File: src/rtl/serial_adder.sv
// Bit-serial adder: latches operands on start, emits one sum bit per clock LSB first.
// Define SERIAL_ADDER_SUB_EN to add the sub port for two's-complement subtraction.
module serial_adder #(
  parameter int W = 8
) (
  input  logic         clk,
  input  logic         rst,
  input  logic         start,
  input  logic [W-1:0] A,
  input  logic [W-1:0] B,
  input  logic         Ci,
`ifdef SERIAL_ADDER_SUB_EN
  input  logic         sub,
`endif
  output logic         busy,
  output logic         done,
  output logic [W-1:0] S,
  output logic         Co
);

  localparam int CW = (W > 1) ? $clog2(W) : 1;

  typedef enum logic [1:0] {IDLE, RUN, DONE} state_t;

  state_t        state_q, state_d;
  logic [W-1:0]  a_q, a_d;
  logic [W-1:0]  b_q, b_d;
  logic [W-1:0]  s_q, s_d;
  logic          c_q, c_d;
  logic          co_q, co_d;
  logic [CW-1:0] cnt_q, cnt_d;

  logic [W-1:0]  bLoad;
  logic          cLoad;
  logic          sumBit;
  logic          carryNext;

  // Subtraction is A + ~B + ~Ci, so only the loaded B and carry change.
`ifdef SERIAL_ADDER_SUB_EN
  assign bLoad = sub ? ~B : B;
  assign cLoad = sub ? ~Ci : Ci;
`else
  assign bLoad = B;
  assign cLoad = Ci;
`endif

  assign sumBit    = a_q[0] ^ b_q[0] ^ c_q;
  assign carryNext = (a_q[0] & b_q[0]) | (a_q[0] & c_q) | (b_q[0] & c_q);

  always_ff @(posedge clk or posedge rst) begin
    if (rst) begin
      state_q <= IDLE;
      a_q     <= '0;
      b_q     <= '0;
      s_q     <= '0;
      c_q     <= 1'b0;
      co_q    <= 1'b0;
      cnt_q   <= '0;
    end else begin
      state_q <= state_d;
      a_q     <= a_d;
      b_q     <= b_d;
      s_q     <= s_d;
      c_q     <= c_d;
      co_q    <= co_d;
      cnt_q   <= cnt_d;
    end
  end

  always_comb begin
    state_d = state_q;
    a_d     = a_q;
    b_d     = b_q;
    s_d     = s_q;
    c_d     = c_q;
    co_d    = co_q;
    cnt_d   = cnt_q;
    case (state_q)
      IDLE: begin
        if (start) begin
          a_d     = A;
          b_d     = bLoad;
          c_d     = cLoad;
          cnt_d   = '0;
          state_d = RUN;
        end
      end
      RUN: begin
        // Shift form keeps W=1 legal: the sum bit lands directly in bit 0.
        s_d   = (s_q >> 1) | (W'(sumBit) << (W - 1));
        a_d   = a_q >> 1;
        b_d   = b_q >> 1;
        c_d   = carryNext;
        cnt_d = cnt_q + CW'(1);
        if (cnt_q == CW'(W - 1)) begin
          co_d    = carryNext;
          state_d = DONE;
        end
      end
      DONE: begin
        state_d = IDLE;
      end
      default: begin
        state_d = IDLE;
      end
    endcase
  end

  assign busy = (state_q == RUN);
  assign done = (state_q == DONE);
  assign S    = s_q;
  assign Co   = co_q;

endmodule
File: config.mk
export PLATFORM = sky130hd
export DESIGN_NAME = serial_adder
export DESIGN_NICKNAME = d
export VERILOG_FILES = /design/src/rtl/serial_adder.sv
export SDC_FILE = /design/constraint.sdc
export NUM_CORES = 1
export LEC_CHECK = 0
export CAP_MARGIN = 0
export CORE_MARGIN = 8
export CORE_UTILIZATION = 45
export DETAILED_ROUTE_END_ITERATION = 16
export GPL_ROUTABILITY_DRIVEN = 0
export GPL_TIMING_DRIVEN = 0
export PLACE_DENSITY = 0.74
export SLEW_MARGIN = 40
export SYNTH_ARGS = -nofsm -noshare
export SYNTH_HDL_FRONTEND = slang
export SYNTH_SLANG_ARGS = --single-unit
export TNS_END_PERCENT = 30
File: constraint.sdc
create_clock -name clk -period 1.51 [get_ports clk]
set_clock_uncertainty 0.15 [all_clocks]
set_input_delay 0.302 -clock clk [delete_from_list [all_inputs] [get_ports clk]]
set_output_delay 0.302 -clock clk [all_outputs]
set_load 0.1 [all_outputs]
# Word level (Yosys, flattened, before mapping)

Index checks and enable logic that the tools add are counted.

Bits in registers: 31
Input port bits: 20
Output and inout port bits: 11
Word-level logic and storage cells: 37

Add/subtract/negate cells: 1
Equal/unequal tests: 5
Multiplexer cells: 11
Bitwise logic cells: 8
Reduce and logical (&&, ||, !) cells: 5

Operators with widths:

| operator                                               | number |
|---|---|
| one-hot mux 8 bit (2 select lines)                     | 2 |
| two-way mux 8 bit                                      | 2 |
| bitwise OR 7 x 8 -> 8 bit                              | 1 |
| one-hot mux 3 bit (2 select lines)                     | 1 |
| AND reduction 2 bit                                    | 3 |
| two-way mux 2 bit                                      | 2 |
| one-hot mux 2 bit (2 select lines)                     | 1 |
| adder 3 x 1 -> 3 bit (second input constant)           | 1 |
| AND 1 bit                                              | 3 |
| equality test 3 bit (second input constant)            | 1 |
| two-way mux 3 bit                                      | 1 |
| equality test 2 x 1 -> 1 bit (second input constant)   | 1 |
| equality test 2 bit (second input constant)            | 1 |
| logical NOT 2 bit                                      | 1 |
| inequality test 2 x 1 -> 1 bit (second input constant) | 1 |
| inequality test 2 bit (second input constant)          | 1 |
| bitwise OR 1 bit                                       | 2 |
| one-hot mux 1 bit (2 select lines)                     | 1 |
| nonzero test 2 bit                                     | 1 |
| bitwise XOR 1 bit                                      | 2 |
| two-way mux 1 bit                                      | 1 |

# Longest topological paths before layout

Depth in word-level cells: 4
Gate-level depth with buffers: 4
Depth with buffers taken out: 4

# Worst setup path before layout

OpenSTA, ideal clock, no wires.

Path type: register -> output
From: register state_q[1]
To: output done
Arrival: 2.043 ns
Data required time: 1.058 ns
Path slack: -0.985 ns
Stages on the path, launching flop included: 4
Path buffers: 2
Path through: dfrtp_1 -> buf_4 -> buf_2 -> nor2b_1

Cells in the longest elaborated chain, start to end: 1

RTL lines:

| item                   | RTL line | text |
|---|---|---|
| from (decl)            | 25       | `state_t state_q, state_d;` |
| from (signal assigned) | 60       | `state_q <= state_d;` |
| equality test 2 bit    | 110      | `assign done = (state_q == DONE);` |
| to (decl)              | 16       | `output logic done,` |

No other way between the ends.

# Final worst setup path

Ends and elaborated chain as after synthesis.

==> impl_metrics.prom <==
# TYPE chip_impl_metric gauge
chip_impl_info{name="status",value="complete, but fails checks"} 1
chip_impl_info{name="failed_checks",value="negative setup slack"} 1
chip_impl_metric{name="area_growth",unit="%"} 41.1
chip_impl_metric{name="post_synth.cell_area_avg",unit="sq um"} 12.2
chip_impl_metric{name="ir_drop",unit="mV"} 0.913
chip_impl_metric{name="final_worst_setup_slack",unit="ns"} -0.197
chip_impl_metric{name="first_pass_grt_wire_length",unit="um"} 5800
chip_impl_metric{name="achievable-frequency",unit="MHz"} 586
chip_impl_metric{name="n_antenna_cell",unit=""} 0
chip_impl_info{name="most_frequent_standard_cell_in_the_layout_excluding_fill_and_tap_cells",value="dfrtp_1"} 1
chip_impl_info{name="most-common-layout-cells",value="30 x dfrtp_1, 18 x clkdlybuf4s50_1, 16 x inv_1, 14 x buf_4, 10 x a211oi_1"} 1
chip_impl_metric{name="clkSlewWorstSetupHoldPaths",unit="ns"} 0.09
chip_impl_metric{name="grt_start_max_net_pins",unit=""} 32
chip_impl_info{name="critical_path_source_type",value="flop"} 1
chip_impl_metric{name="start_util",unit="%"} 45.9
chip_impl_metric{name="place.detailed.hpwl",unit="um"} 2290
chip_impl_metric{name="cp.arrival",unit="ns"} 1.26
chip_impl_metric{name="timing.slew.headroom",unit="%"} 57.4
chip_impl_info{name="clock_tree_from_tritoncts",value="yes"} 1
chip_impl_metric{name="fin_crit_sh",unit="%"} 113
chip_impl_metric{name="cts_hold_bufs",unit=""} 0
chip_impl_metric{name="die_height",unit="um"} 73.9
chip_impl_metric{name="synth_cell_type_count",unit=""} 23
chip_impl_metric{name="drt_iter0_markers",unit=""} 33
chip_impl_metric{name="fp-row-count",unit=""} 21
chip_impl_metric{name="max_cap_viol_count",unit=""} 0
chip_impl_metric{name="design.core.area",unit="sq um"} 3280
chip_impl_metric{name="postSynthNetCount",unit=""} 147
chip_impl_metric{name="power.static_leakage",unit="nW"} 0.931
chip_impl_metric{name="totalNegativeSetupSlack",unit="ns"} -0.484
chip_impl_metric{name="netlist_instances",unit=""} 124
chip_impl_metric{name="chipWidth",unit="um"} 73.9
chip_impl_metric{name="clk-insertion-delay-late",unit="ns"} 0.33
chip_impl_info{name="endpoint_kind",value="primary output"} 1
chip_impl_metric{name="track_usage",unit="%"} 14.0
chip_impl_metric{name="number_of_antenna_violations_at_the_first_check_in_global_routing",unit=""} 0
chip_impl_info{name="grt_setup_unrepaired",value="true"} 1
chip_impl_metric{name="post-synth-top-area-fraction",unit="%"} 51.4
chip_impl_metric{name="cts_num_sinks",unit=""} 31
chip_impl_metric{name="setup_viol_count_final",unit=""} 6
chip_impl_metric{name="cts-buffers-inserted",unit=""} 5
chip_impl_metric{name="timing.final.crit_period",unit="ns"} 1.71
chip_impl_metric{name="hold_violations",unit=""} 0
chip_impl_metric{name="fin_util",unit="%"} 64.8
chip_impl_metric{name="finalWirelength",unit="um"} 3590
chip_impl_metric{name="first_pass_iters",unit=""} 4
chip_impl_metric{name="cts_htree_levels",unit=""} 2
chip_impl_metric{name="design.portCount",unit=""} 31
chip_impl_metric{name="timing.hold.ws",unit="ns"} 0.225
chip_impl_info{name="regToRegStartpoint",value="state_q[1]$_DFFE_PP0P_"} 1
chip_impl_metric{name="wire_per_inst",unit="um"} 16.8
chip_impl_metric{name="power-per-cell-area",unit="nW/um^2"} 2350
chip_impl_metric{name="path_max_fanout",unit=""} 4
chip_impl_metric{name="grt.overflow.total",unit=""} 0
chip_impl_info{name="post_synth_main_area_contributors",value="dfrtp_1 51%, nor4b_1 8.7%, mux2_1 6.0%, nor3b_1 5.5%, a211oi_1 5.0%"} 1
chip_impl_metric{name="required_time_of_the_critical_path",unit="ns"} 1.06
chip_impl_metric{name="total_power",unit="W"} 0.00500
chip_impl_metric{name="route.antenna.remaining_nets",unit=""} 0
chip_impl_metric{name="drive_gt1_share",unit="%"} 34.5
chip_impl_metric{name="die-area",unit="sq um"} 5460
chip_impl_metric{name="post_synthesis_register_bit_count",unit=""} 31
chip_impl_metric{name="synth_sequential_area_ratio",unit="%"} 51.4
chip_impl_metric{name="detailedPlace.worstSlack",unit="ns"} -0.428
chip_impl_info{name="holdCritPathClass",value="in -> async"} 1
chip_impl_metric{name="cts-root-to-sink-buffers",unit=""} 2
chip_impl_metric{name="syn_area",unit="sq um"} 1510
chip_impl_metric{name="worstMarginPinSlew",unit="ns"} 0.639
chip_impl_metric{name="yosysWarningCount",unit=""} 0
chip_impl_info{name="yosysTopAreaCell",value="dfrtp_1"} 1
chip_impl_metric{name="drt_drc_violations_left",unit=""} 0
chip_impl_metric{name="num-nets-final",unit=""} 192
chip_impl_metric{name="final_max_slew_viol_count",unit=""} 0
chip_impl_metric{name="number_of_global_route_vias_before_repair",unit=""} 1252
chip_impl_info{name="startpoint",value="state_q[1]$_DFFE_PP0P_"} 1
chip_impl_info{name="clock-root-buffer",value="clkbuf_4"} 1
chip_impl_metric{name="viasPerCell",unit=""} 5.47
chip_impl_metric{name="via_count",unit=""} 1171
chip_impl_info{name="path_class",value="reg -> out"} 1
chip_impl_metric{name="port_buffers",unit=""} 30
report_power, final:
| part | internal [W] | total (W) | switching, W | leakage [nW] |
|---|---|---|---|---|
| Clock | 0.000165 | 0.000423 | 0.000258 | 0.0242 |
| Combinational | 0.00118 | 0.00312 | 0.00194 | 0.545 |
| Sequential | 0.00123 | 0.00146 | 0.000229 | 0.362 |
| Total | 0.00258 | 0.00500 | 0.00242 | 0.931 |
Yosys cell counts (all sizes together):
cell type  number
nor4b          15
nor3b          11
nor2b           1
mux2           10
nand3b          1
a21oi           1
buf             7
inv            18
o21bai          1
a211oi         10
a221oi          5
dfrtp          31
ha              2
nand2b          3
fa              1
clkbuf          3
a22o            4
what timing repair did:
| item | in CTS | in global routing |
|---|---|---|
| setup endpoints to repair | 25 | 18 |
| gates resized for setup | 30 | 19 |
| buffers inserted | 5 | 3 |
| pin swaps | 0 | 1 |
metal layers:
layer / vias to the layer above / global-route usage (%) / share of wire (%) / wire length, um
li1: 539 / - / - / -
met1: 581 / 17.0 / 42 / 1500
met2: 42 / 21.0 / 49 / 1760
met3: 9 / 4.91 / 6.9 / 249
met4: 0 / 8.20 / 2.0 / 73
met5: - / 0 / 0 / 0
per-stage QoR:
| step | instances | instance area (sq um) |
|---|---|---|
| 2_1_floorplan | 124 | 1530 |
| 3_3_place_gp | 200 | 1880 |
| 3_5_place_dp | 200 | 1830 |
| 4_1_cts | 211 | 2010 |
| 5_1_grt | 214 | 2130 |
| 6_report | 214 | 2130 |
cell type report:
cell class / instances / area (sq um)
inverter: 18 / 70.1
fill: 265 / 1150
timing repair buffer: 38 / 387
buffer: 10 / 91.3
clock buffer: 6 / 41.3
sequential: 31 / 777
multi-input combinational: 65 / 706
tap: 46 / 57.6
final timing paths:
check                                              end  slack [ns]  cells after the start
worst max-delay path                              done       -0.20                      4
worst min-delay path                  S[7]$_DFFE_PP0P_        0.22                      2
worst max register to register          Co$_DFFE_PP0P_       -0.10                      5
worst min register to register        S[0]$_DFFE_PP0P_        0.34                      1
max in group asynchronous       state_q[0]$_DFFE_PP0P_        0.54                      2
min in group clk                      S[0]$_DFFE_PP0P_        0.34                      1
registers in the layout, summed over array words and instances, names as in the netlist:
name	count
S	8
state_q	2
a_q	8
c_q	1
cnt_q	3
b_q	8
Co	1
kinds of logic after synthesis:
logic type	synth area share (%)
AND/OR/NAND/NOR	16.5
flip-flops	51.4
buffers and inverters	8.29
AO/OA/AOI/OAI	13.1
multiplexers	7.71
adder cells (fa/ha/maj)	2.98
worst max-delay path, cell delays in order, from the launching register on:
cell	delay (ns)
dfrtp_1	0.41
buf_6	0.14
buf_8	0.11
nor2b_4	0.12
buf_12	0.15
(Power assumes the default switching activity.)
